==> config.mk <==
export PLATFORM = sky130hd
export DESIGN_NAME = step_sequencer
export DESIGN_NICKNAME = d
export VERILOG_FILES = /design/src/rtl/step_seq_pkg.sv /design/src/rtl/instr_counter.sv /design/src/rtl/step_sequencer.sv
export SDC_FILE = /design/constraint.sdc
export NUM_CORES = 1
export LEC_CHECK = 0
export BUFFER_PORTS_ARGS = -buffer_cell sky130_fd_sc_hd__buf_2
export CAP_MARGIN = 5
export CORE_MARGIN = 2
export CORE_UTILIZATION = 51
export DETAILED_ROUTE_END_ITERATION = 6
export PLACE_DENSITY = 0.79
export SYNTH_ARGS = -nofsm -noshare
export SYNTH_HDL_FRONTEND = slang
export SYNTH_HIERARCHICAL = 1
export SYNTH_SLANG_ARGS = --single-unit
==> constraint.sdc <==
create_clock -name i_clk -period 5 [get_ports i_clk]
set_input_delay 1.5 -clock i_clk [delete_from_list [all_inputs] [get_ports i_clk]]
set_output_delay 1.5 -clock i_clk [all_outputs]
set_load 0.01 [all_outputs]
==> src/rtl/step_seq_pkg.sv <==
// Shared definitions for the step sequencer and the control-signal decoder:
// FSM state encoding and the default step geometry.
package step_seq_pkg;

   typedef enum logic [1:0] {
      ST_IDLE   = 2'b00,
      ST_RUN    = 2'b01,
      ST_HALTED = 2'b10
   } seq_state_t;

   localparam int DEF_STEPS   = 5;
   localparam int DEF_COUNT_W = 3;

endpackage : step_seq_pkg

==> src/rtl/instr_counter.sv <==
// Wrapping completed-instruction counter with synchronous reset and
// increment enable; rolls from all-ones to zero silently.
module instr_counter #(
   parameter int W = 16
) (
   input  logic         i_clk,
   input  logic         i_reset,
   input  logic         i_inc,
   output logic [W-1:0] o_count
);

   logic [W-1:0] r_count;

   always_ff @(posedge i_clk) begin
      if (i_reset) begin
         r_count <= '0;
      end else if (i_inc) begin
         r_count <= r_count + W'(1);
      end
   end

   assign o_count = r_count;

endmodule : instr_counter

==> src/rtl/step_sequencer.sv <==
// Multicycle step sequencer: produces the per-instruction step number 1..STEPS
// with stall, early end, step load, halt/start control and an instruction count.
//
// Handshake: there is no valid/ready pair here; i_enable acts as a one-sided
// advance qualifier sampled on every rising edge while in RUN, and o_instr_done
// is a single-cycle registered pulse with no back-pressure.
module step_sequencer
   import step_seq_pkg::*;
#(
   parameter int STEPS   = DEF_STEPS,
   parameter int COUNT_W = DEF_COUNT_W,
   parameter int INSTR_W = 16
) (
   input  logic               i_clk,
   input  logic               i_reset,
   input  logic               i_start,
   input  logic               i_enable,
   input  logic               i_end_early,
   input  logic               i_halt_req,
   input  logic               i_load_en,
   input  logic [COUNT_W-1:0] i_load_step,
   output logic [COUNT_W-1:0] o_clock_count,
   output logic [STEPS-1:0]   o_step_one_hot,
   output logic               o_last_step,
   output logic               o_running,
   output logic               o_instr_done,
   output logic [INSTR_W-1:0] o_instr_count,
   output seq_state_t         o_dbg_state
);

   localparam logic [COUNT_W-1:0] STEP_ONE  = COUNT_W'(1);
   localparam logic [COUNT_W-1:0] STEP_LAST = COUNT_W'(STEPS);

   seq_state_t         r_state;
   seq_state_t         w_next_state;
   logic [COUNT_W-1:0] r_count;
   logic [COUNT_W-1:0] w_next_count;
   logic [COUNT_W-1:0] w_load_value;
   logic               r_done;
   logic               w_done;
   logic               w_end_of_instr;
   logic [STEPS-1:0]   w_one_hot;

   // Out-of-range load targets fall back to the first step.
   assign w_load_value   = ((i_load_step != '0) && (i_load_step <= STEP_LAST)) ?
                           i_load_step : STEP_ONE;
   assign w_end_of_instr = (r_count == STEP_LAST) || i_end_early;

   always_ff @(posedge i_clk) begin
      if (i_reset) begin
         r_state <= ST_IDLE;
         r_count <= STEP_ONE;
         r_done  <= 1'b0;
      end else begin
         r_state <= w_next_state;
         r_count <= w_next_count;
         r_done  <= w_done;
      end
   end

   always_comb begin
      w_next_state = r_state;
      w_next_count = r_count;
      w_done       = 1'b0;
      case (r_state)
         ST_RUN: begin
            if (i_enable) begin
               if (i_load_en) begin
                  w_next_count = w_load_value;
               end else if (w_end_of_instr) begin
                  w_next_count = STEP_ONE;
                  w_done       = 1'b1;
                  if (i_halt_req) begin
                     w_next_state = ST_HALTED;
                  end
               end else begin
                  w_next_count = r_count + STEP_ONE;
               end
            end
         end
         default: begin
            w_next_count = STEP_ONE;
            if (i_start) begin
               w_next_state = ST_RUN;
            end
         end
      endcase
   end

   // The completion counter shares the reset, so a completion in a reset cycle is dropped.
   instr_counter #(
      .W(INSTR_W)
   ) u_instr_counter (
      .i_clk   (i_clk),
      .i_reset (i_reset),
      .i_inc   (w_done),
      .o_count (o_instr_count)
   );

   always_comb begin
      w_one_hot = '0;
      for (int i = 0; i < STEPS; i++) begin
         w_one_hot[i] = (r_count == COUNT_W'(i + 1));
      end
      if (r_state != ST_RUN) begin
         w_one_hot = STEPS'(1);
      end
   end

   assign o_clock_count  = r_count;
   assign o_step_one_hot = w_one_hot;
   assign o_last_step    = (r_count == STEP_LAST);
   assign o_running      = (r_state == ST_RUN);
   assign o_instr_done   = r_done;
   assign o_dbg_state    = r_state;

endmodule : step_sequencer

==> results.cfg, run 1 <==
[global_route]
grt_pass1_vias = 940
grt_pass1_wl_um = 3995
grt_start_max_net_pins = 26
overflow = 0
antenna_found_initial = 0
grt_usage = 0.1983

[drt]
first_pass_iters = 4
viasPerCell = 5.200
drtIter0Drc = 3
drc = 0
drt-total-wl_um = 2379
wire_per_inst_um = 12.20
num_vias = 1014
ant_nets = 0

[power_and_ir_drop]
p_leak_uw = 0.0006725
vdd_drop_max_mv = 0.1749
p_total_uw = 304.0
powerDensity_mw_per_mm2 = 215.6

[clock_network]
cts_setup_buffers = 0
cts_root_buf = clkbuf_4
clk_latency_ns = 0.31
clk_path_buf_depth = 2
cts_sinks = 22
cts_resized = 0
numCtsBuffers = 3
hold_buffers = 0
htree_levels = 1
clk_transition_reported_paths_ns = 0.12
cts_tree = built

[cells_and_area]
layout-drive-gt1-share = 0.3174
ff_latch_area_sq_um = 440.4
fin_nets = 184
stdcell_count = 195
utilization = 0.6436
fillCellCount = 193
multi_input_area_sq_um = 674.4
insertedDiodeCount = 0
areaGrowthSynthToFinish_pct = 21.57

[worst_setup_path]
critPathCapture = u_instr_counter/o_count[13]
critical_path_class = input port to flip-flop
reg2reg_setup_slack_ns = 2.58
crit_start = i_end_early
cp.required_ns = 5.25
r2r_cells = 8
worstPathArrival_ns = 3.27
worstPathMaxFanout = 9
r2r-start = o_clock_count[1]
end_kind = flip-flop
startpoint_type = input port
r2r_end = u_instr_counter/o_count[13]

[timing]
layout_min_cycle_time_ns = 3.023
rsz0062_at_grt = false
max_slew_margin = 0.7190
slew_violations = 0
hold_viol_final = 0
fin_crit_sh = 0.6047
layout_setup_ws_ns = 1.977
finalSetupTns_ns = 0
tightest_slew_ns = 0.4214
clock_skew_ns = 0.004378
setup_viol = 0
max_freq_ghz = 0.3308

[floorplan]
num_io_pins = 39
core_sq_mm = 0.002191
placementRows = 17
die-height_um = 51.69
die_w_um = 51.69
start_util = 0.5294
die-area_sq_mm = 0.002672

[placement]
dp_hpwl_um = 1807
dp_cells = 191
gp_congestion = 0.7605
place_ws_ns = 1.660
io_buffers = 38

[synthesis]
async_flop_share = 0
synth_area_sq_mm = 0.001160
synth_cell_type_count = 40
synth_warnings = 6
synth_edf_count = 0
syn_inst = 128
synthesis.nets = 144
synth_seq_cells = 22
ys.flop_type = dfxtp_1
ys_seq_area_frac = 0.3797
avgSynthCellArea_sq_um = 9.061

[run_status]
status = finished clean

[worst_hold_path]
hp-start = u_instr_counter/o_count[13]
hold_class = flip-flop to flip-flop

[job]
max_cap_violations = 0
## synth_stat cells (all sizes together), types with 3 or more instances
master	number	area (sq um)
dfxtp	22	440.4
nor2	20	75.07
clkbuf	3	11.26
xnor2	7	61.31
nand2	6	22.52
nor4	6	52.55
and3	3	20.02
nor3	4	20.02
xor2	4	35.03
nand4	3	40.04
nand2b	3	26.27
nand3	3	15.01
ha	6	75.07
a21oi	3	15.01
inv	9	33.78
## flip-flops by register name (all words and copies together), names as in the netlist
signal                   count
u_instr_counter/o_count     16
o_clock_count                3
o_dbg_state                  2
o_instr_done                 1
## kinds of logic after synthesis
logic type | after synthesis | share of synthesized area
AOI/OAI and AO/OA | 15 | 0.09602
xor gates and xnor gates | 11 | 0.08306
adders and majority gates | 6 | 0.06472
buffers and inverters | 12 | 0.03883
DFF | 22 | 0.3797
muxes | 3 | 0.02805
and+or+nand+nor | 59 | 0.3096
## routing by layer
metal  vias up  GRT usage  share of wire
met5         -          0              0
met4         0    0.09211          0.015
met3         4    0.03161          0.045
met2        25     0.3632           0.51
met1       458     0.2224           0.43
li1        527          -              -
## layout by cell type, fill, tap and decap left out, drive strengths merged
cell type / n
buf: 38
nor2: 20
xnor2: 7
inv: 9
mux2i: 1
and4b: 1
o211ai: 1
ha: 6
nand2b: 3
o311ai: 1
dfxtp: 22
o21ai: 2
or2: 1
and2: 2
nor3: 4
a311oi: 1
nand4: 3
a21o: 1
or3: 1
nor4b: 1
or3b: 1
and3: 3
nand3: 3
nand2: 6
mux2: 2
xor2: 4
o41ai: 1
a21oi: 3
nor4: 6
o311a: 2
a211oi: 1
clkbuf: 4
nor3b: 1
a31o: 2
nor2b: 1
nand3b: 2
## critical path, cell delays in order
cell	delay [ns]
buf_2	0.08
a21o_1	0.13
and4b_1	0.46
nand4_4	0.24
nor4_4	0.34
or3b_1	0.38
a21oi_1	0.14
## cell type report
type | count | share of cell area
Clock buffer | 4 | 0.02573
Multi-Input combinational cell | 94 | 0.4783
Timing Repair Buffer | 38 | 0.1349
Inverter | 9 | 0.02396
Tap cell | 28 | 0.02484
Sequential cell | 22 | 0.3123
## per-stage QoR
step | hold WS, ns | area, sq um
after floorplan | 0.5032 | 1160
after global placement | 0.4892 | 1374
after detailed placement | 0.4878 | 1374
after CTS | 0.5051 | 1410
after global routing | 0.5256 | 1410
final | 0.5085 | 1410
## worst min-delay path by stage
stage | depth (start not counted) | slack (ns) | to
floorplan | 2 | 0.50 | u_instr_counter/o_count[13]
global placement | 2 | 0.49 | u_instr_counter/o_count[13]
detailed placement | 2 | 0.49 | u_instr_counter/o_count[13]
CTS | 2 | 0.51 | u_instr_counter/o_count[13]
global route | 2 | 0.53 | u_instr_counter/o_count[13]
finish | 2 | 0.51 | u_instr_counter/o_count[13]
## report_power, final
group          total (uW)  switching, uW  internal (uW)
Sequential            179           2.15            177
Clock                97.2           52.8           44.5
Combinational        27.5           16.1           11.5
Power figures use the tool's default switching activity.
==> inputs of run 2 (changes only) <==
--- a/config.mk
+++ b/config.mk
@@ -8,9 +8,9 @@
 export BUFFER_PORTS_ARGS = -buffer_cell sky130_fd_sc_hd__buf_2
 export CAP_MARGIN = 5
 export CORE_MARGIN = 2
-export CORE_UTILIZATION = 51
+export CORE_UTILIZATION = 49
 export DETAILED_ROUTE_END_ITERATION = 6
-export PLACE_DENSITY = 0.79
+export PLACE_DENSITY = 0.76
 export SYNTH_ARGS = -nofsm -noshare
 export SYNTH_HDL_FRONTEND = slang
 export SYNTH_HIERARCHICAL = 1
==> constraint.sdc (replaced) <==
create_clock -name i_clk -period 3.01 [get_ports i_clk]
set_input_delay 0.903 -clock i_clk [delete_from_list [all_inputs] [get_ports i_clk]]
set_output_delay 0.903 -clock i_clk [all_outputs]
set_load 0.01 [all_outputs]
==> results.cfg, run 2 (synthesis results as in run 1) <==
[worst_setup_path]
worstPathArrival_ns = 2.68
startpoint_type = flip-flop
critPathCapture = u_instr_counter/o_count[13]
r2r-start = o_clock_count[1]
crit_path_max_incr_delay_ns = 0.47
end_kind = flip-flop
cp.required_ns = 3.24
r2r_end = u_instr_counter/o_count[13]
reg2reg_setup_slack_ns = 0.57
crit_start = o_clock_count[1]
worstPathMaxFanout = 9
critical_path_class = flip-flop to flip-flop
cp_cell_sequence = inv_1, ha_1, a21o_1, and4b_1, nand4_4, nor4_4, or3b_1, a21oi_1
cp_slowest_cell = and4b_1
r2r_cells = 8

[timing]
finalSetupTns_ns = 0
rsz0062_at_grt = false
clock_skew_ns = 0.001900
layout_setup_ws_ns = 0.5675
max_freq_ghz = 0.4094
layout_min_cycle_time_ns = 2.443
slew_violations = 0
tightest_slew_ns = 0.4246
hold_viol_final = 0
fin_crit_sh = 0.8115
max_slew_margin = 0.7169
setup_viol = 0

[clock_network]
htree_levels = 1
numCtsBuffers = 3
clk_latency_ns = 0.30
cts_root_buf = clkbuf_4
cts_resized = 0
clk_path_buf_depth = 2
cts_tree = built
hold_buffers = 0
cts_setup_buffers = 0
cts_sinks = 22
clk_transition_reported_paths_ns = 0.11

[cells_and_area]
utilization = 0.6252
fin_area_sq_mm = 0.001396
layout-drive-gt1-share = 0.3133
fin_nets = 184
final_common_cell = buf_2
stdcell_count = 194
areaGrowthSynthToFinish_pct = 20.39
layout_common_cells = 38 x buf_2, 22 x dfxtp_1, 20 x nor2_1
largest_reg_flops = 16
insertedDiodeCount = 0

[power_and_ir_drop]
p_sw_uw = 110.7
seqPwrFrac = 0.633
p_leak_uw = 0.0006653
switching_share = 0.2354
p_int_uw = 359.7
clock_power_share = 0.270
powerDensity_mw_per_mm2 = 336.9
pwr-share-comb = 0.097
vdd_drop_max_mv = 0.2844

[global_route]
overflow = 0
antenna_found_initial = 0
grt_usage = 0.1860
grt_start_max_net_pins = 26
grt_pass1_vias = 917
grt_pass1_wl_um = 3857

[drt]
drt-total-wl_um = 2367
first_pass_iters = 4
drc = 0
ant_nets = 0
wire_per_inst_um = 12.20
drtIter0Drc = 18
viasPerCell = 5.180
num_vias = 1005

[placement]
dp_hpwl_um = 1781
io_buffers = 38
dp_cells = 191
placed_area_sq_mm = 0.001374
gp_congestion = 0.7505
place_ws_ns = 0.2744

[worst_hold_path]
hold_class = flip-flop to flip-flop

[floorplan]
die-height_um = 52.65
die_w_um = 52.65
die-area_sq_mm = 0.002772
num_io_pins = 39
placementRows = 17
start_util = 0.5193
core_sq_mm = 0.002233

[job]
max_cap_violations = 0

[run_status]
status = finished clean
[run 2: critical path: cells and delay by family, from the launching register on]
family,cells,cell delay [ns]
AND/OR/NAND/NOR,4,1.42
flip-flops,1,0.36
AO/OA/AOI/OAI,2,0.32
adder cells (fa/ha/maj),1,0.19
buffers and inverters,1,0.08
[run 2: power by group through the flow]
stage	Combinational [uW]	Sequential, uW	Clock [uW]
3_3_place_gp	44.1	304	0
6_report	45.4	298	127
2_1_floorplan	24.3	306	0
5_1_grt	50.9	299	143
4_1_cts	45.7	298	133
3_5_place_dp	45.4	304	0
[run 2: per-layer routing]
layer | routed length (um) | track usage | share of wire
met1 | 1064 | 0.2154 | 0.45
met4 | 16 | 0.08974 | 0.0068
met5 | 0 | 0 | 0
met3 | 102 | 0.01714 | 0.043
met2 | 1183 | 0.3375 | 0.50
[run 2: worst min path at each step]
stage / slack, ns / from / to / cells after the start
6_report: 0.52 / u_instr_counter/o_count[13] / u_instr_counter/o_count[13] / 2
2_1_floorplan: 0.50 / u_instr_counter/o_count[13] / u_instr_counter/o_count[13] / 2
3_5_place_dp: 0.50 / u_instr_counter/o_count[13] / u_instr_counter/o_count[13] / 2
5_1_grt: 0.55 / u_instr_counter/o_count[13] / u_instr_counter/o_count[13] / 2
3_3_place_gp: 0.48 / u_instr_counter/o_count[13] / u_instr_counter/o_count[13] / 2
4_1_cts: 0.52 / u_instr_counter/o_count[13] / u_instr_counter/o_count[13] / 2
[run 2: stage by stage]
| stage | power (uW) | hold slack (ns) |
|---|---|---|
| finish | 470.4 | 0.5222 |
| global route | 492.8 | 0.5518 |
| CTS | 476.6 | 0.5180 |
| detailed placement | 349.9 | 0.5017 |
| global placement | 348.3 | 0.4807 |
| floorplan | 329.8 | 0.5032 |
[run 2: area by class of cell]
cell class	count	area [sq um]
fillers	215	837.1
repair buffers	38	190.2
flip-flops and latches	22	440.4
multi-input cells	94	674.4
inverters	9	33.78
well taps	28	35.03
clock buffers	3	22.52
==> inputs of run 3 (changes only) <==
--- a/config.mk
+++ b/config.mk
@@ -7,10 +7,11 @@
 export LEC_CHECK = 0
 export BUFFER_PORTS_ARGS = -buffer_cell sky130_fd_sc_hd__buf_2
 export CAP_MARGIN = 5
+export CORE_ASPECT_RATIO = 2
 export CORE_MARGIN = 2
-export CORE_UTILIZATION = 49
+export CORE_UTILIZATION = 44
 export DETAILED_ROUTE_END_ITERATION = 6
-export PLACE_DENSITY = 0.76
+export PLACE_DENSITY = 0.72
 export SYNTH_ARGS = -nofsm -noshare
 export SYNTH_HDL_FRONTEND = slang
 export SYNTH_HIERARCHICAL = 1
==> constraint.sdc (replaced) <==
create_clock -name i_clk -period 2.2 [get_ports i_clk]
set_input_delay 0.66 -clock i_clk [delete_from_list [all_inputs] [get_ports i_clk]]
set_output_delay 0.66 -clock i_clk [all_outputs]
set_load 0.01 [all_outputs]
==> results.cfg, run 3 (synthesis results as in run 1) <==
[floorplan]
die-area_sq_mm = 0.003088
num_io_pins = 39
placementRows = 26
die-height_um = 76.61
die_w_um = 40.31
start_util = 0.4571
core_sq_mm = 0.002537

[worst_setup_path]
cp_cell_sequence = inv_1, ha_1, a21o_1, and4b_1, nand4_4, nor4_4, or3b_1, a21oi_1
worstPathArrival_ns = 2.24
startpoint_type = flip-flop
r2r_end = u_instr_counter/o_count[13]
cp_slowest_cell = or3b_1
worstPathMaxFanout = 5
reg2reg_setup_slack_ns = 0.15
end_kind = flip-flop
r2r_cells = 8
crit_path_max_incr_delay_ns = 0.37
r2r-start = o_clock_count[1]
critical_path_class = flip-flop to flip-flop
cp.required_ns = 2.39

[cells_and_area]
fin_nets = 190
insertedDiodeCount = 0
final_common_cell = buf_2
largest_reg_flops = 16
layout-drive-gt1-share = 0.3372
areaGrowthSynthToFinish_pct = 25.89
layout_common_cells = 38 x buf_2, 22 x dfxtp_1, 20 x nor2_1

[drt]
drtIter0Drc = 17
viasPerCell = 5.505
ant_nets = 0
first_pass_iters = 4
num_vias = 1101
drc = 0
drt-total-wl_um = 2845
wire_per_inst_um = 14.23

[global_route]
grt_pass1_vias = 1102
grt_usage = 0.2118
grt_pass1_wl_um = 4657
antenna_found_initial = 0
overflow = 0
grt_start_max_net_pins = 26

[timing]
fin_crit_sh = 0.9305
finalSetupTns_ns = 0
rsz0062_at_grt = false
hold-worst-slack_ns = 0.5105
max_freq_ghz = 0.4885
max_slew_margin = 0.7073
clock_skew_ns = 0.002981
slew_violations = 0
tightest_slew_ns = 0.4379
setup_viol = 0
layout_min_cycle_time_ns = 2.047
hold_viol_final = 0

[clock_network]
htree_levels = 1
clk_latency_ns = 0.26
hold_buffers = 0
cts_sinks = 22
numCtsBuffers = 3
cts_setup_buffers = 0
cts_resized = 0
cts_root_buf = clkbuf_8
clk_transition_reported_paths_ns = 0.07
cts_tree = built
clk_path_buf_depth = 2

[power_and_ir_drop]
powerDensity_mw_per_mm2 = 492.1
vdd_drop_max_mv = 0.3770
p_leak_uw = 0.0007025
p_total_uw = 718.5

[placement]
io_buffers = 38
gp_congestion = 0.7617
dp_hpwl_um = 2262

[worst_hold_path]
hold_depth = 2
hp-start = u_instr_counter/o_count[13]
min_to = u_instr_counter/o_count[13]
hold_class = flip-flop to flip-flop

[job]
max_cap_violations = 0

[run_status]
status = finished clean
run 3: cell count changes in the layout (fill, tap and decap cells not counted), sizes merged:
cell  before  now
buf       38   44
run 3: worst max-delay path: cells and delay by family (launching register included):
family          cells  cell delay, ns
compound gates      2            0.27
flops               1            0.35
buf+inv             1            0.09
fa+ha+maj           1            0.16
simple gates        4            1.10
run 3: layout make-up:
type	count	area, sq um
Clock buffer	3	41.29
Sequential cell	22	440.4
Timing Repair Buffer	44	235.2
Fill cell	243	1077
Multi-Input combinational cell	94	674.4
Inverter	9	33.78
Tap cell	28	35.03
run 3: per-stage QoR:
| stage | utilization | worst slack (ns) | cell area (sq um) | std cells |
|---|---|---|---|---|
| after CTS | 0.5754 | 0.1645 | 1460 | 200 |
| after detailed placement | 0.5592 | 0.08341 | 1419 | 197 |
| after global routing | 0.5754 | 0.02334 | 1460 | 200 |
| after global placement | 0.5592 | 0.1287 | 1419 | 197 |
| after floorplan | - | 0.004966 | 1160 | 128 |
| final | 0.5754 | 0.1528 | 1460 | 200 |
run 3: worst max-delay path by stage:
stage / start / endpoint / slack (ns) / cells past startpoint
detailed placement: i_end_early / u_instr_counter/o_count[13] / 0.08 / 7
global placement: i_end_early / u_instr_counter/o_count[13] / 0.13 / 7
floorplan: i_end_early / u_instr_counter/o_count[13] / 0.005 / 6
CTS: o_clock_count[1] / u_instr_counter/o_count[13] / 0.16 / 8
global route: o_clock_count[1] / u_instr_counter/o_count[14] / 0.02 / 7
finish: o_clock_count[1] / u_instr_counter/o_count[13] / 0.15 / 8
run 3: per-layer routing:
metal | vias up | track usage | part of all wire
met1 | 522 | 0.2022 | 0.35
met3 | 6 | 0.03499 | 0.046
met2 | 35 | 0.3790 | 0.58
li1 | 538 | - | -
met4 | 0 | 0.1167 | 0.021
met5 | - | 0 | 0
run 3: power breakdown:
| part | internal [uW] | leakage, uW | switching (uW) |
|---|---|---|---|
| registers | 402 | 0.000178 | 5.17 |
| clock network | 122 | 0.0000216 | 122 |
| logic | 29.9 | 0.000503 | 37.2 |
